## src/rtl/lenet_pkg.sv

```systemverilog
// Shared LeNet-5 geometry, buffer strides, requant widths and the conv FSM state type.
// Imported by the Conv2 layer and the reusable requant stage.
package lenet_pkg;

   localparam int C1_CH   = 6;
   localparam int P1_DIM  = 14;
   localparam int C2_FILT = 16;
   localparam int C2_K    = 5;
   localparam int C2_DIM  = 10;
   localparam int C2_TAPS = 150;

   localparam int P1_CH_STRIDE  = 196;
   localparam int C2_OUT_STRIDE = 100;
   localparam int W_FILT_STRIDE = 150;

   localparam int ACC_W  = 32;
   localparam int MULT_W = 16;
   localparam int PROD_W = 48;
   localparam int Q_W    = 8;

   localparam int IN_AW  = 11;
   localparam int W_AW   = 12;
   localparam int B_AW   = 4;
   localparam int OUT_AW = 11;

   typedef enum logic [2:0] {
      ST_IDLE    = 3'd0,
      ST_BIAS    = 3'd1,
      ST_MAC     = 3'd2,
      ST_REQUANT = 3'd3,
      ST_WRITE   = 3'd4,
      ST_DONE    = 3'd5
   } conv_state_t;

endpackage

```

## src/rtl/lenet_requant.sv

```systemverilog
// Combinational int32 -> int8 requantiser: multiply, floor shift, clamp.
// Build option CONV2_RELU_EN fuses a ReLU (0..127); otherwise signed saturation (-128..127).
module lenet_requant
   import lenet_pkg::*;
#(
   parameter logic signed [MULT_W-1:0] QUANT_MULT  = 16'sd1,
   parameter int                       QUANT_SHIFT = 8
)
(
   input  logic signed [ACC_W-1:0] acc,
   output logic signed [Q_W-1:0]   q
);

   logic signed [PROD_W-1:0] acc_x;
   logic signed [PROD_W-1:0] mult_x;
   logic signed [PROD_W-1:0] prod;
   logic signed [PROD_W-1:0] shifted;

   always_comb begin
      acc_x   = {{(PROD_W-ACC_W){acc[ACC_W-1]}}, acc};
      mult_x  = {{(PROD_W-MULT_W){QUANT_MULT[MULT_W-1]}}, QUANT_MULT};
      prod    = acc_x * mult_x;
      // Arithmetic shift on a signed operand floors toward minus infinity.
      shifted = prod >>> QUANT_SHIFT;
`ifdef CONV2_RELU_EN
      if (shifted < 48'sd0)
         q = 8'sd0;
      else if (shifted > 48'sd127)
         q = 8'sd127;
      else
         q = shifted[Q_W-1:0];
`else
      if (shifted > 48'sd127)
         q = 8'sd127;
      else if (shifted < -48'sd128)
         q = -8'sd128;
      else
         q = shifted[Q_W-1:0];
`endif
   end

endmodule

```

## src/rtl/lenet_conv2_layer.sv

```systemverilog
// LeNet-5 Conv2: 16 filters of 5x5x6 over the 6x14x14 Pool1 map, one MAC tap per cycle.
// Output clamp selected by CONV2_RELU_EN (see lenet_requant); timing is identical in both builds.
module lenet_conv2_layer
   import lenet_pkg::*;
#(
   parameter logic signed [MULT_W-1:0] QUANT_MULT  = 16'sd1,
   parameter int                       QUANT_SHIFT = 8,
   parameter int                       NUM_FILT    = C2_FILT
)
(
   input  logic                     clk,
   input  logic                     rst_n,
   input  logic                     start,
   output logic                     busy,
   output logic                     done,
   output logic [IN_AW-1:0]         in_addr,
   input  logic signed [Q_W-1:0]    in_data,
   output logic [W_AW-1:0]          w_addr,
   input  logic signed [Q_W-1:0]    w_data,
   output logic [B_AW-1:0]          b_addr,
   input  logic signed [ACC_W-1:0]  b_data,
   output logic [OUT_AW-1:0]        out_addr,
   output logic signed [Q_W-1:0]    out_data,
   output logic                     out_wr_en,
   output conv_state_t              dbg_state
);

   localparam logic [2:0] C_LAST = 3'(C1_CH - 1);
   localparam logic [2:0] K_LAST = 3'(C2_K - 1);
   localparam logic [3:0] D_LAST = 4'(C2_DIM - 1);
   localparam logic [3:0] F_LAST = 4'(NUM_FILT - 1);

   conv_state_t state, state_n;
   logic [3:0] f, r, col, f_n, r_n, col_n;
   logic [2:0] c, kr, kc, c_n, kr_n, kc_n;
   logic signed [ACC_W-1:0]  acc;
   logic signed [15:0]       prod16;
   logic signed [ACC_W-1:0]  prod32;
   logic signed [Q_W-1:0]    q_val;
   logic [IN_AW-1:0]         in_addr_n;
   logic [W_AW-1:0]          w_addr_n;
   logic [OUT_AW-1:0]        out_addr_n;
   logic                     tap_last, pos_last;

   assign tap_last  = (c == C_LAST) && (kr == K_LAST) && (kc == K_LAST);
   assign pos_last  = (f == F_LAST) && (r == D_LAST) && (col == D_LAST);
   assign b_addr    = f;
   assign dbg_state = state;

   assign prod16 = in_data * w_data;
   assign prod32 = {{16{prod16[15]}}, prod16};

   lenet_requant #(
      .QUANT_MULT  (QUANT_MULT),
      .QUANT_SHIFT (QUANT_SHIFT)
   ) u_requant (
      .acc (acc),
      .q   (q_val)
   );

   always_comb begin
      state_n = state;
      f_n     = f;
      r_n     = r;
      col_n   = col;
      c_n     = c;
      kr_n    = kr;
      kc_n    = kc;
      unique case (state)
         ST_IDLE: begin
            if (start) begin
               state_n = ST_BIAS;
               f_n     = 4'd0;
               r_n     = 4'd0;
               col_n   = 4'd0;
               c_n     = 3'd0;
               kr_n    = 3'd0;
               kc_n    = 3'd0;
            end
         end
         ST_BIAS: state_n = ST_MAC;
         ST_MAC: begin
            if (tap_last)
               state_n = ST_REQUANT;
            // kc fastest, then kr, then c; wraps back to tap 0 after the last tap
            if (kc == K_LAST) begin
               kc_n = 3'd0;
               if (kr == K_LAST) begin
                  kr_n = 3'd0;
                  c_n  = (c == C_LAST) ? 3'd0 : c + 3'd1;
               end else begin
                  kr_n = kr + 3'd1;
               end
            end else begin
               kc_n = kc + 3'd1;
            end
         end
         ST_REQUANT: state_n = ST_WRITE;
         ST_WRITE: begin
            c_n  = 3'd0;
            kr_n = 3'd0;
            kc_n = 3'd0;
            if (col == D_LAST) begin
               col_n = 4'd0;
               if (r == D_LAST) begin
                  r_n = 4'd0;
                  f_n = pos_last ? 4'd0 : f + 4'd1;
               end else begin
                  r_n = r + 4'd1;
               end
            end else begin
               col_n = col + 4'd1;
            end
            state_n = pos_last ? ST_DONE : ST_BIAS;
         end
         ST_DONE: state_n = ST_IDLE;
         default: state_n = ST_IDLE;
      endcase

      // Addresses are registered from the next counters so they line up with the next tap.
      in_addr_n  = IN_AW'(int'(c_n) * P1_CH_STRIDE + (int'(r_n) + int'(kr_n)) * P1_DIM
                          + int'(col_n) + int'(kc_n));
      w_addr_n   = W_AW'(int'(f_n) * W_FILT_STRIDE + int'(c_n) * (C2_K * C2_K)
                         + int'(kr_n) * C2_K + int'(kc_n));
      out_addr_n = OUT_AW'(int'(f) * C2_OUT_STRIDE + int'(r) * C2_DIM + int'(col));
   end

   always_ff @(posedge clk or negedge rst_n) begin
      if (!rst_n) begin
         state     <= ST_IDLE;
         f         <= 4'd0;
         r         <= 4'd0;
         col       <= 4'd0;
         c         <= 3'd0;
         kr        <= 3'd0;
         kc        <= 3'd0;
         acc       <= '0;
         in_addr   <= '0;
         w_addr    <= '0;
         out_addr  <= '0;
         out_data  <= '0;
         out_wr_en <= 1'b0;
         done      <= 1'b0;
         busy      <= 1'b0;
      end else begin
         state   <= state_n;
         f       <= f_n;
         r       <= r_n;
         col     <= col_n;
         c       <= c_n;
         kr      <= kr_n;
         kc      <= kc_n;
         in_addr <= in_addr_n;
         w_addr  <= w_addr_n;
         if (state == ST_BIAS)
            acc <= b_data;
         else if (state == ST_MAC)
            acc <= acc + prod32;
         if (state == ST_REQUANT) begin
            out_data <= q_val;
            out_addr <= out_addr_n;
         end
         out_wr_en <= (state_n == ST_WRITE);
         done      <= (state_n == ST_DONE);
         busy      <= (state_n == ST_BIAS) || (state_n == ST_MAC) ||
                      (state_n == ST_REQUANT) || (state_n == ST_WRITE);
      end
   end

endmodule

```

## config.mk

```make
export PLATFORM = sky130hd
export DESIGN_NAME = lenet_conv2_layer
export DESIGN_NICKNAME = d
export VERILOG_FILES = /design/src/rtl/lenet_pkg.sv /design/src/rtl/lenet_requant.sv /design/src/rtl/lenet_conv2_layer.sv
export SDC_FILE = /design/constraint.sdc
export NUM_CORES = 1
export LEC_CHECK = 0
export ABC_CLOCK_PERIOD_IN_PS = 12800
export CAP_MARGIN = 40
export CORE_MARGIN = 10
export CORE_UTILIZATION = 42
export DETAILED_ROUTE_END_ITERATION = 8
export GPL_TIMING_DRIVEN = 0
export PLACE_DENSITY = 0.59
export SKIP_LAST_GASP = 1
export SYNTH_ARGS = -nofsm -noshare
export SYNTH_HDL_FRONTEND = slang
export SYNTH_SLANG_ARGS = --single-unit
```

## constraint.sdc

```tcl
create_clock -name clk -period 12.8 [get_ports clk]
set_clock_uncertainty 0.05 [all_clocks]
set_input_delay 1.92 -clock clk [delete_from_list [all_inputs] [get_ports clk]]
set_output_delay 1.92 -clock clk [all_outputs]
set_load 0.02 [all_outputs]
```

==> flow_metrics.py <==
metrics = {
    "routing": {
        "wl_per_cell_um": 16.5,
        "viasPerCell": 5.01,
        "first_pass_iters": 5,
        "drc": 0,
        "vias": 9261,
        "dr.first_iter.drc_count": 441,
        "finalWirelength_um": 30500,
        "route.antenna.remaining_nets": 0,
    },
    "die": {
        "die_width_um": 192,
        "ios": 103,
        "floorplan.initialDensity_pct": 42.3,
        "num_rows": 63,
        "core-area_sq_um": 29500,
        "die_y_um": 192,
        "die_area_sq_um": 37000,
    },
    "timing": {
        "fin_tns_setup_ns": 0,
        "rsz0062_at_grt": "no",
        "relSlewSlack_pct": 42.4,
        "worst_pin_slew_ns": 0.854,
        "fmax_ghz": 0.119,
        "post-route-min-period_ns": 8.43,
        "maxSlewViolCount": 0,
        "hold_viol": 0,
        "fin_crit_sh_pct": 65.9,
        "setup_violations": 0,
    },
    "global_routing": {
        "grtUsageTotal_pct": 17.4,
        "grt_max_degree": 63,
        "antenna_found_initial": 0,
        "grt_first_pass_wirelength_um": 51200,
        "grt_remaining_overflow": 0,
        "grt_pass1_vias": 9835,
    },
    "layout": {
        "syn_to_final_growth_pct": 15.8,
        "seq_area_sq_um": 2530,
        "layout_common_cells": "inv_1 (282), ha_1 (170), fa_1 (160)",
        "finalNetCount": 1838,
        "final_util_pct": 49.0,
        "layout_commonest_cell": "inv_1",
        "diodes": 0,
        "fillCellCount": 2821,
        "multi_input_area_sq_um": 8790,
        "layout-drive-gt1-share_pct": 3.08,
    },
    "critical_path": {
        "critical_path_class": "in -> reg",
        "crit_fanout": 24,
        "cp.required_ns": 12.97,
        "cp-end-kind": "flip-flop",
        "rrSetupSlack_ns": 6.37,
        "r2r-start": "dbg_state[2]",
        "cpMaxStageDelayCell": "nand2_2",
        "r2r_end": "in_addr[10]",
        "critPathArrivalTime_ns": 8.61,
        "crit_chain": "clkdlybuf4s50_1 > nand2_2 > inv_1 > fa_1 > fa_1 > fa_1 > inv_1 > fa_1 > fa_1 > inv_1 > ha_1 > nand2_1 > o21ai_1 > a211oi_1 > nor3_1 > o221ai_1 > o311a_1 > a22oi_1 > xnor2_1 > o21ai_1",
        "critPathBufInv": 4,
        "startpoint_type": "input pin",
        "worstRegToRegCells": 25,
        "max_stage_delay_ns": 0.71,
        "cp_common_cell": "fa_1",
        "critical_path.top_delay_family": "adder cells",
    },
    "cts": {
        "post-cts-setup-buffers": 0,
        "cts_resized": 0,
        "cts.reportedPaths.clkPinSlew_ns": 0.07,
        "holdBufCountCts": 0,
        "cts_buffer_depth": 2,
        "htreeDepth": 3,
        "cts.sink_count": 101,
        "ctsRootBufferMaster": "clkbuf_16",
        "cts_made_buffers": 9,
        "insertion_delay_ns": 0.36,
        "cts_tree": "yes",
    },
    "worst_hold_path": {
        "min_to": "out_addr[10]",
        "min_path_cells": 2,
        "holdCritPathClass": "reg -> reg",
        "worst_hold_startpoint": "out_addr[10]",
    },
    "synth": {
        "synthCells": 1335,
        "syn_area_sq_um": 12500,
        "synth_warnings": 0,
        "synth_seq_cells": 101,
        "syn-mean-instance-area_sq_um": 9.34,
        "synth_edf_count": 0,
        "synth.distinct_cells": 64,
        "ys.flop_type": "dfrtp_1",
        "seq_area_frac_synth_pct": 20.3,
        "async_flop_share_pct": 100,
        "syn_nets": 1717,
    },
    "placed_design": {
        "placement.io_buffers": 101,
        "hpwl_um": 25300,
        "gp_congestion": 0.878,
    },
    "flow_run": {
        "drv_cap": 0,
    },
    "status": {
        "status": "finished, final reports clean",
    },
}
-- registers in the layout, summed over array words and instances, names as in the netlist --
name       count
dbg_state      3
r              4
kr             3
w_addr        12
done           1
out_addr      11
c              3
out_data       8
col            4
acc           32
busy           1
in_addr       11
b_addr         4
kc             3
out_wr_en      1
-- metal layers --
metal | wire length [um] | GRT usage [%] | up-vias
li1 | - | - | 4502
met1 | 14000 | 23.4 | 4555
met2 | 14300 | 28.1 | 169
met3 | 1460 | 3.04 | 35
met4 | 639 | 4.80 | 0
met5 | 0 | 0 | -
-- how the worst max path moves through the flow --
stage                          start       to  slack [ns]  cells past startpoint
after floorplan            w_data[0]  acc[30]        5.17                     20
after global placement     w_data[2]  acc[31]        3.54                     20
after detailed placement  in_data[7]  acc[30]        4.05                     20
after CTS                 in_data[7]  acc[30]        4.39                     20
after global routing      in_data[7]  acc[31]        3.98                     20
final                     in_data[7]  acc[30]        4.37                     20
-- worst register-to-register path: cells and delay by family, from the launching register on --
kind | cells | cell delay (ns)
fa+ha+maj | 6 | 2.41
buf+inv | 5 | 1.19
flops | 1 | 0.46
simple gates | 5 | 0.56
compound gates | 7 | 1.24
xor+xnor | 2 | 0.44
-- cells in the mapped netlist (27+ instances only) --
cell     number  share of area [%]
xnor2_1      44                3.1
ha_1        170                 17
inv_1       283                8.5
and2_1       37                1.9
o21ai_0      73                2.9
a21oi_1      69                2.8
nand2_1     109                3.3
fa_1        161                 26
xor2_1       27                1.9
nor2_1       65                2.0
dfrtp_1     101                 20
-- metrics by stage --
step                      std cells  hold slack [ns]  cell area (sq um)  setup slack [ns]
after CTS                      1849            0.441              14400              4.39
final                          1850            0.438              14400              4.37
after global placement         1826            0.408              14000              3.54
after detailed placement       1834            0.420              14100              4.05
after global routing           1850            0.456              14400              3.98
after floorplan                1335            0.462              12500              5.17
-- cells by family after synthesis --
family                     Yosys count  share of synthesized area (%)
adders and majority gates          331                           42.9
buffers and inverters              306                           9.28
and+or+nand+nor                    286                           10.8
AOI/OAI and AO/OA                  239                           11.7
DFF                                101                           20.3
xor gates and xnor gates            71                           4.98
muxes                                1                         0.0903
-- cell type report --
type / count / share of cell area [%]
clock inverter: 4 / 0.658
tap: 390 / 3.38
timing repair buffer: 110 / 7.81
sequential: 101 / 17.5
buffer: 22 / 0.632
clock buffer: 11 / 1.75
inverter: 284 / 7.38
multi-input combinational: 928 / 60.9
Power is not shown: default switching activity piles up to over one toggle a cycle in this logic, so the estimate is an artifact.
